--- config.mk ---
export PLATFORM = sky130hd
export DESIGN_NAME = avmm_cfg_master
export DESIGN_NICKNAME = d
export VERILOG_FILES = /design/src/rtl/avmm_cfg_pkg.sv /design/src/rtl/avmm_cfg_cmd_fifo.sv /design/src/rtl/avmm_cfg_master.sv
export SDC_FILE = /design/constraint.sdc
export NUM_CORES = 1
export LEC_CHECK = 0
export ABC_AREA = 1
export BUFFER_PORTS_ARGS = -buffer_cell sky130_fd_sc_hd__buf_4
export CAP_MARGIN = 20
export CORE_AREA = 5 5 158 160
export DETAILED_ROUTE_END_ITERATION = 10
export DIE_AREA = 0 0 163 165
export PLACE_DENSITY = 0.84
export SLEW_MARGIN = 20
export SYNTH_ARGS = -nofsm -noshare
export SYNTH_HDL_FRONTEND = slang
export SYNTH_HIERARCHICAL = 1
export SYNTH_SLANG_ARGS = --single-unit
--- constraint.sdc ---
create_clock -name clk -period 8.25 [get_ports clk]
set_input_delay 1.65 -clock clk [delete_from_list [all_inputs] [get_ports clk]]
set_output_delay 1.65 -clock clk [all_outputs]
set_load 0.05 [all_outputs]
--- src/rtl/avmm_cfg_pkg.sv ---
// Shared types for the AVMM configuration master: command word and bus FSM states.
package avmm_cfg_pkg;

    localparam int AVMM_ADDR_W = 17;
    localparam int AVMM_DATA_W = 32;
    localparam int AVMM_BE_W   = AVMM_DATA_W / 8;

    typedef struct packed {
        logic                   write;
        logic [AVMM_ADDR_W-1:0] addr;
        logic [AVMM_BE_W-1:0]   be;
        logic [AVMM_DATA_W-1:0] wdata;
    } avmm_cmd_t;

    typedef enum logic {
        ST_IDLE = 1'b0,
        ST_BUSY = 1'b1
    } avmm_bus_st_e;

endpackage

--- src/rtl/avmm_cfg_cmd_fifo.sv ---
// Synchronous command FIFO; the head entry is read straight from the storage registers.
module avmm_cfg_cmd_fifo
    import avmm_cfg_pkg::*;
#(
    parameter int DEPTH = 4
) (
    input  logic      clk,
    input  logic      rst,
    input  logic      push_i,
    input  avmm_cmd_t push_data_i,
    input  logic      pop_i,
    output avmm_cmd_t head_o,
    output logic      full_o,
    output logic      empty_o
);

    localparam int PW = (DEPTH > 1) ? $clog2(DEPTH) : 1;
    localparam int CW = $clog2(DEPTH + 1);

    avmm_cmd_t     mem_q [DEPTH];
    logic [PW-1:0] wr_ptr_q;
    logic [PW-1:0] rd_ptr_q;
    logic [CW-1:0] count_q;
    logic          do_push;
    logic          do_pop;

    assign full_o  = (count_q == CW'(DEPTH));
    assign empty_o = (count_q == '0);
    assign do_push = push_i && !full_o;
    assign do_pop  = pop_i && !empty_o;
    assign head_o  = mem_q[rd_ptr_q];

    // Pointers wrap naturally because DEPTH is a power of two.
    always_ff @(posedge clk or posedge rst) begin
        if (rst) begin
            wr_ptr_q <= '0;
            rd_ptr_q <= '0;
            count_q  <= '0;
        end else begin
            if (do_push) wr_ptr_q <= wr_ptr_q + PW'(1);
            if (do_pop)  rd_ptr_q <= rd_ptr_q + PW'(1);
            case ({do_push, do_pop})
                2'b10:   count_q <= count_q + CW'(1);
                2'b01:   count_q <= count_q - CW'(1);
                default: count_q <= count_q;
            endcase
        end
    end

    always_ff @(posedge clk) begin
        if (do_push) mem_q[wr_ptr_q] <= push_data_i;
    end

endmodule

--- src/rtl/avmm_cfg_master.sv ---
// Avalon-MM config master: queues commands, issues one bus transfer per cycle,
// tracks pipelined reads and fails the oldest read after a silent timeout.
module avmm_cfg_master
    import avmm_cfg_pkg::*;
#(
    parameter int AVMM_WIDTH  = AVMM_DATA_W,
    parameter int BYTE_WIDTH  = AVMM_BE_W,
    parameter int CMD_DEPTH   = 4,
    parameter int MAX_RD_PEND = 4,
    parameter int TIMEOUT_CYC = 1024
) (
    input  logic                   clk,
    input  logic                   rst,
    // Handshakes: a command moves when cmd_valid & cmd_ready are both high at a
    // rising edge; a bus transfer completes when (read|write) & !waitrequest.
    input  logic                   cmd_valid,
    output logic                   cmd_ready,
    input  logic                   cmd_write,
    input  logic [AVMM_ADDR_W-1:0] cmd_addr,
    input  logic [BYTE_WIDTH-1:0]  cmd_be,
    input  logic [AVMM_WIDTH-1:0]  cmd_wdata,
    output logic [AVMM_ADDR_W-1:0] avmm_address,
    output logic                   avmm_read,
    output logic                   avmm_write,
    output logic [AVMM_WIDTH-1:0]  avmm_writedata,
    output logic [BYTE_WIDTH-1:0]  avmm_byteenable,
    input  logic                   avmm_waitrequest,
    input  logic [AVMM_WIDTH-1:0]  avmm_readdata,
    input  logic                   avmm_readdatavalid,
    output logic                   rsp_valid,
    output logic [AVMM_WIDTH-1:0]  rsp_data,
    output logic                   rsp_err,
    output logic                   err_unexp,
    output logic                   idle,
    output logic                   dbg_bus_busy
);

    localparam int            TW      = (TIMEOUT_CYC > 1) ? $clog2(TIMEOUT_CYC) : 1;
    localparam logic [TW-1:0] TO_LAST = TW'(TIMEOUT_CYC - 1);

    avmm_bus_st_e    state_q, state_d;
    avmm_cmd_t       bus_q, bus_d;
    avmm_cmd_t       cmd_in, fifo_head;
    logic            fifo_full, fifo_empty, fifo_push, fifo_pop;
    logic [3:0]      rd_pend_q, rd_pend_d;
    logic [TW-1:0]   to_cnt_q, to_cnt_d;
    logic            rsp_valid_q, rsp_valid_d;
    logic            rsp_err_q, rsp_err_d;
    logic [AVMM_WIDTH-1:0] rsp_data_q, rsp_data_d;
    logic            err_unexp_q, err_unexp_d;
    logic            idle_q, idle_d;
    logic            accept, rd_accept, rd_room, rdv_hit, timeout;

    assign cmd_ready = !fifo_full && !rst;
    assign fifo_push = cmd_valid && cmd_ready;

    always_comb begin
        cmd_in.write = cmd_write;
        cmd_in.addr  = cmd_addr;
        cmd_in.be    = cmd_be;
        cmd_in.wdata = cmd_wdata;
    end

    avmm_cfg_cmd_fifo #(.DEPTH(CMD_DEPTH)) u_cmd_fifo (
        .clk         (clk),
        .rst         (rst),
        .push_i      (fifo_push),
        .push_data_i (cmd_in),
        .pop_i       (fifo_pop),
        .head_o      (fifo_head),
        .full_o      (fifo_full),
        .empty_o     (fifo_empty)
    );

    // A read at the head waits for credit, which also stalls everything behind it.
    always_comb begin
        state_d   = state_q;
        bus_d     = bus_q;
        accept    = (state_q == ST_BUSY) && !avmm_waitrequest;
        rd_accept = accept && !bus_q.write;
        rd_room   = (5'(rd_pend_q) + 5'(rd_accept)) < 5'(MAX_RD_PEND);
        fifo_pop  = ((state_q == ST_IDLE) || accept) && !fifo_empty &&
                    (fifo_head.write || rd_room);
        if (fifo_pop) begin
            state_d = ST_BUSY;
            bus_d   = fifo_head;
        end else if (accept) begin
            state_d = ST_IDLE;
        end
    end

    always_comb begin
        rdv_hit     = avmm_readdatavalid && (rd_pend_q != '0);
        timeout     = (rd_pend_q != '0) && !avmm_readdatavalid && (to_cnt_q == TO_LAST);
        rd_pend_d   = rd_pend_q;
        if (rd_accept && !(rdv_hit || timeout)) begin
            rd_pend_d = rd_pend_q + 4'd1;
        end else if (!rd_accept && (rdv_hit || timeout)) begin
            rd_pend_d = rd_pend_q - 4'd1;
        end
        to_cnt_d = to_cnt_q + TW'(1);
        if ((rd_pend_q == '0) || avmm_readdatavalid || timeout) to_cnt_d = '0;
        rsp_valid_d = rdv_hit || timeout;
        rsp_err_d   = timeout;
        rsp_data_d  = rdv_hit ? avmm_readdata : '0;
        err_unexp_d = err_unexp_q || (avmm_readdatavalid && (rd_pend_q == '0));
        idle_d      = fifo_empty && (state_q == ST_IDLE) && (rd_pend_q == '0);
    end

    always_ff @(posedge clk or posedge rst) begin
        if (rst) begin
            state_q     <= ST_IDLE;
            bus_q       <= '0;
            rd_pend_q   <= '0;
            to_cnt_q    <= '0;
            rsp_valid_q <= 1'b0;
            rsp_err_q   <= 1'b0;
            rsp_data_q  <= '0;
            err_unexp_q <= 1'b0;
            idle_q      <= 1'b1;
        end else begin
            state_q     <= state_d;
            bus_q       <= bus_d;
            rd_pend_q   <= rd_pend_d;
            to_cnt_q    <= to_cnt_d;
            rsp_valid_q <= rsp_valid_d;
            rsp_err_q   <= rsp_err_d;
            rsp_data_q  <= rsp_data_d;
            err_unexp_q <= err_unexp_d;
            idle_q      <= idle_d;
        end
    end

    assign avmm_address    = bus_q.addr;
    assign avmm_writedata  = bus_q.wdata;
    assign avmm_byteenable = bus_q.be;
    assign avmm_read       = (state_q == ST_BUSY) && !bus_q.write;
    assign avmm_write      = (state_q == ST_BUSY) && bus_q.write;
    assign rsp_valid       = rsp_valid_q;
    assign rsp_err         = rsp_err_q;
    assign rsp_data        = rsp_data_q;
    assign err_unexp       = err_unexp_q;
    assign idle            = idle_q;
    assign dbg_bus_busy    = (state_q == ST_BUSY);

endmodule

==> run metrics, run 1 <==
status=finished, final reports clean; Cell Area, Synth=14100 sq um; Worst setup EP type=flip-flop; global-route wire length before repair=45000 microns; top cells by area, synth=edfxtp_1 (46%), dfrtp_1 (20%), nand2_1 (7.6%); Worst Path Required=8640 ps; core area=23300 sq um; Hold Fails Final Rpt=0; CTS tree=done; final WL=28300 microns; syn_nets=1304; TritonCTS buffer count=34; IO Port Bufs=183; setup TNS=0 ps; share of layout cells above drive strength 1=26.2%; via count=8658; Lkg Pwr=7.41 nW; row count=56; vias in the first global route=8852; count of state elements after synthesis=328; # IOs=184; post-route ant nets=0; Fmax achieved=0.250 GHz; nets@finish=1427; CTS Sinks=328; P&R area growth vs syn=14.7%; Vias/cell=5.18; path type of the worst min-delay path=reg -> reg; Detailed Place HPWL=17400 microns; Worst Setup Slack, final=4240 ps; Design Area, Final=16200 sq um; Initial Util=60.8%; peak supply drop=0.233 mV; WHS=472 ps; Slew headroom=35.2%; Period minus WS final=4010 ps; Iteration-0 DRC Markers=643; clock network power share=22.7%; fin. max-slew vios=0; CP Data Arrival Time=4400 ps; Antenna diodes=0; Crit Path Category=reg -> reg; Mapped Cells=1202; gpl congestion=0.768; synth unique cells=31; asr flop ratio synth=34.1%; RSZ-0062 raised after global routing=no; Hold Buf Count CTS=0; Pre-Repair DR Iteration Count=5; Max FO, Critical Path=56; syn_area_per_cell=11.8 sq um; Pwr Total=6.21 mW; fin cells=1670; placed cell area=15200 sq um; largest net degree at the start of global routing=118; Clk Latency, worst-skew pair=520 ps; global router's overall resource usage=21.2%; Net Sw Frac=41.2%; Post-CTS Setup Bufs=0; DP Cell Count=1607; list of most frequent post-synthesis cells=nand2_1 (288), edfxtp_1 (216), inv_1 (178); die height=165 microns; worst slew pin tran=971 ps; register area share after synthesis=65.7%; net switching power=2.56 mW; Overflow after GRT=0; Post-CTS Resized=0; drt drc=0; Filler Cells Inserted=1598; crit start category=flip-flop; Worst Clk Skew=26.3 ps; H-tree depth=2; EDFF count, synth=216; PwrDens=383 nW/um^2; CTS clk-pin slew, worst paths=60 ps; clock root buffer=clkbuf_16; antenna violations before repair=1; Most used DFF post-synth=edfxtp_1; internal power=3.65 mW; register share of total power=37.1%; Die Footprint=26900 sq um; biggest area consumer among synthesized cells=edfxtp_1; Logic pwr share=40.2%; Die X=163 microns; final core occ=69.8%; Max-cap violations=0; endpoints failing setup=0; routed length per placed instance=17.0 microns; Ys Warns=6; post-synth top area share=45.9%; Final period util=48.6%; cell with the most instances after synthesis=nand2_1; Bufs on Longest Clock Path=3; pre-CTS WS=3380 ps
critical path: stages (launching register included):
cell,delay (ps)
dfrtp_4,1050
o211ai_1,190
nand2_1,140
inv_1,50
nand2_2,50
buf_4,520
nand2_4,560
inv_1,240
nand2_1,90
inv_1,60
ha_1,160
inv_1,70
fa_1,380
nand2_1,100
nand3_1,70
nand2_1,60
nand2_1,50
routing by layer:
layer	up-vias	GRT usage (%)	wire length, microns	share of wire [%]
li1	4144	-	-	-
met1	4129	26.0	11200	39
met2	328	37.4	14200	50
met3	55	5.54	2280	8.1
met4	2	6.33	651	2.3
met5	-	0	7	0.025
cell usage in the layout (no fill, tap or decap), types with 3 or more instances in the layout:
master | Yosys | layout
buf_4 | 55 | 191
clkbuf_1 | 11 | 14
clkbuf_16 | 0 | 35
clkbuf_8 | 0 | 4
clkinv_1 | 0 | 3
clkinv_2 | 0 | 3
dfrtp_1 | 111 | 110
edfxtp_1 | 216 | 216
ha_1 | 9 | 9
inv_1 | 178 | 177
inv_2 | 5 | 5
nand2_1 | 288 | 288
nand2_2 | 32 | 31
nand3_1 | 66 | 66
nor2_1 | 54 | 50
nor2_4 | 1 | 5
nor3_1 | 3 | 3
o211ai_1 | 39 | 39
o211ai_2 | 69 | 69
o21ai_0 | 5 | 5
xnor2_1 | 3 | 3
xor2_1 | 4 | 4
logic make-up after synthesis:
kind of cell / synth area share (%)
xor+xnor: 0.433
fa+ha+maj: 1.08
buf+inv: 11.0
compound gates: 8.53
flops: 65.7
simple gates: 13.2
state kept, by name, summed over array words and instances, names as in the netlist:
register	count
avmm_address	17
avmm_byteenable	4
avmm_writedata	32
bus_q	1
dbg_bus_busy	1
err_unexp	1
idle	1
rd_pend_q	4
rsp_data	32
rsp_err	1
rsp_valid	1
to_cnt_q	10
u_cmd_fifo/count_q	3
u_cmd_fifo/mem_q	216
u_cmd_fifo/rd_ptr_q	2
u_cmd_fifo/wr_ptr_q	2
final timing paths:
path | start | slack (ps) | depth (start not counted) | to
setup / recovery | u_cmd_fifo/rd_ptr_q[1] | 4240 | 16 | u_cmd_fifo/count_q[2]
hold reg to reg | avmm_writedata[4] | 470 | 2 | avmm_writedata[4]
setup reg to reg | u_cmd_fifo/rd_ptr_q[1] | 4240 | 16 | u_cmd_fifo/count_q[2]
min in group asynchronous | rst | 1120 | 2 | u_cmd_fifo/wr_ptr_q[1]
hold / removal | avmm_writedata[4] | 470 | 2 | avmm_writedata[4]
max in group asynchronous | rst | 5760 | 3 | rsp_data[17]
area by class of cell:
cell class	count	area, sq um	area share, %
inverter	184	701	4.32
tap	319	399	2.46
sequential	328	9290	57.3
multi-input combinational	584	3330	20.5
timing repair buffer	193	1460	9.00
clock buffer	53	983	6.06
clock inverter	9	60.1	0.370
power by group through the flow:
| stage | Combinational, mW | Sequential, mW | Clock [mW] |
|---|---|---|---|
| after floorplan | 2.14 | 2.34 | 0 |
| after global placement | 2.43 | 2.32 | 0 |
| after detailed placement | 2.50 | 2.33 | 0 |
| after CTS | 2.51 | 2.31 | 1.44 |
| after global routing | 2.73 | 2.34 | 1.52 |
| final | 2.49 | 2.31 | 1.41 |
Note: power is estimated with default switching activity, not from simulation.
==> run 2, diff against run 1 <==
--- a/config.mk
+++ b/config.mk
@@ -8,10 +8,10 @@
 export ABC_AREA = 1
 export BUFFER_PORTS_ARGS = -buffer_cell sky130_fd_sc_hd__buf_4
 export CAP_MARGIN = 20
-export CORE_AREA = 5 5 158 160
+export CORE_AREA = 5 5 163 165
 export DETAILED_ROUTE_END_ITERATION = 10
-export DIE_AREA = 0 0 163 165
-export PLACE_DENSITY = 0.84
+export DIE_AREA = 0 0 168 170
+export PLACE_DENSITY = 0.8
 export SLEW_MARGIN = 20
 export SYNTH_ARGS = -nofsm -noshare
 export SYNTH_HDL_FRONTEND = slang
==> constraint.sdc (replaced) <==
create_clock -name clk -period 3.7 [get_ports clk]
set_input_delay 0.74 -clock clk [delete_from_list [all_inputs] [get_ports clk]]
set_output_delay 0.74 -clock clk [all_outputs]
set_load 0.05 [all_outputs]
==> run 2 against run 1 <==
  * Global-route usage is 1.7 points lower
  * Highest routed layer is now met4
  * Routed wire length is 1.8% lower
  * Sequential power is 120% higher
  * Sequential share of layout area is 0.36 points lower
  * Non-clock buffer count is 3 higher
  * Utilization is 4.2 points lower
  * Critical path depth is 1 lower
  * Sequential cell count stayed put
  * Final area is 0.62% higher
==> run metrics, run 2 (same netlist as run 1, synthesis figures left out) <==
Clk Latency, worst-skew pair=510 ps (about the same); via count=8507 (-1.7%); Overflow after GRT=0 (unchanged); multi-input logic area=3320 sq um (-0.15%); Iteration-0 DRC Markers=507 (-21%); final core occ=65.6% (-4.2 points); Max-cap violations=0 (unchanged); drt drc=0 (unchanged); Reg with most FFs=u_cmd_fifo/mem_q; commonest non-fill, non-tap cell in the layout=nand2_1; global router's overall resource usage=19.5% (-1.7 points); post-route ant nets=0 (unchanged); TritonCTS buffer count=34 (unchanged); Hold Fails Final Rpt=0 (unchanged); PwrDens=854 nW/um^2 (+120%); Post-CTS Setup Bufs=0 (unchanged); row count=58 (+3.6%); H-tree depth=2 (unchanged); r2r setup slk=1110 ps (-3130 ps); Lkg Pwr=7.45 nW (+0.63%); nets@finish=1430 (+0.21%); endpoints failing setup=0 (unchanged); Post-CTS Resized=0 (unchanged); Period minus WS final=2590 ps (-1420 ps); critical path's most frequent cell=nand2_1; peak supply drop=0.667 mV (+190%); CTS Sinks=328 (unchanged); global-route wire length before repair=44800 microns (-0.49%); Worst Path Required=4080 ps (-4560 ps); Crit Path Category=reg -> reg; RSZ-0062 raised after global routing=no; status=finished, final reports clean; CTS clk-pin slew, worst paths=60 ps (about the same); Vias/cell=5.06 (-2.4%); Worst path max stage delay=390 ps (-660 ps); Antenna diodes=0 (unchanged); core area=24900 sq um (+7.0%); path type of the worst min-delay path=in -> async; Die Footprint=28600 sq um (+6.2%); Fmax achieved=0.386 GHz (+55%); Final period util=70.0% (+21 points); share of layout cells above drive strength 1=26.9% (+0.72 points); register area=9290 sq um (unchanged); CP Data Arrival Time=2980 ps (-1420 ps); Bufs on Longest Clock Path=3 (unchanged); routed length per placed instance=16.5 microns (-2.5%); Hold Buf Count CTS=0 (unchanged); # IOs=184 (unchanged); worst slew pin tran=960 ps (-11.6 ps); gpl congestion=0.860 (+12%); crit path max-delay cell type=dfrtp_1; Worst setup EP type=flip-flop; die height=170 microns (+3.0%); Die X=168 microns (+3.1%); Pre-Repair DR Iteration Count=5 (unchanged); Worst Clk Skew=22.6 ps (-3.72 ps); fin. max-slew vios=0 (unchanged); final WL=27800 microns (-1.8%); Filler Cells Inserted=1813 (+13%); largest net degree at the start of global routing=166 (+41%); IO Port Bufs=183 (unchanged); P&R area growth vs syn=15.4%; Max FO, Critical Path=4 (-93%); max reg flops=216 (unchanged); CTS tree=done; Initial Util=56.8% (-4.0 points); most frequent cells in the layout=nand2_1 (288), edfxtp_1 (216), buf_4 (191); Detailed Place HPWL=16700 microns (-4.1%); cell breakdown of the critical path=ha_1 -> nand2_1 -> nor2_1 -> nand4_1 -> o21ai_0 -> inv_1 -> ha_1 -> inv_1 -> ha_1 -> nand2_1 -> nand2_1 -> o21ai_0 -> nand2_1 -> nand2_1 -> nand2_1; crit start category=flip-flop; Slew headroom=36.0% (+0.77 points); Pwr Total=13.9 mW (+120%); antenna violations before repair=0 (-1); clock root buffer=clkbuf_16; vias in the first global route=8613 (-2.7%)
run 2: final timing paths:
check                                     start                 endpoint  depth (start not counted)
worst max-delay path                to_cnt_q[0]             rd_pend_q[3]                         15
worst min-delay path                        rst    u_cmd_fifo/count_q[1]                          2
worst max register to register      to_cnt_q[0]             rd_pend_q[3]                         15
worst min register to register  avmm_address[1]          avmm_address[1]                          2
max in group asynchronous                   rst              rsp_data[8]                          3
min in group clk                      cmd_be[1]  u_cmd_fifo/mem_q[2][33]                          1
run 2: final cells by class:
type	instances	share of cell area [%]
Sequential cell	328	56.9
Multi-Input combinational cell	584	20.4
Timing Repair Buffer	196	9.39
Clock buffer	46	5.86
Inverter	184	4.29
Tap cell	330	2.53
Clock inverter	14	0.644
run 2: critical path: cells and delay by family (launching register included):
| kind | cells | cell delay (ps) |
|---|---|---|
| buf+inv | 2 | 200 |
| simple gates | 8 | 760 |
| compound gates | 2 | 430 |
| flops | 1 | 390 |
| fa+ha+maj | 3 | 690 |
run 2: power breakdown:
group	switching, mW	total (mW)	internal [mW]
combinational	4.00	5.68	1.68
sequential	0.392	5.04	4.65
clock	1.33	3.22	1.89
run 2: through the flow:
step	TNS, ps	hold WS, ps	instances	setup WS, ps	area [sq um]
2_1_floorplan	-59950	443	1202	-278	14100
3_3_place_gp	0	457	1622	980	15300
3_5_place_dp	0	460	1622	960	15300
4_1_cts	0	216	1682	1100	16300
5_1_grt	0	240	1682	766	16300
6_report	0	221	1682	1110	16300
run 2: per-layer routing:
layer	GRT usage (%)	share of wire (%)	up-vias
met3	4.00	7.3	40
met5	0	0	-
met4	5.93	2.1	0
li1	-	-	4149
met2	33.1	50	279
met1	25.8	41	4039
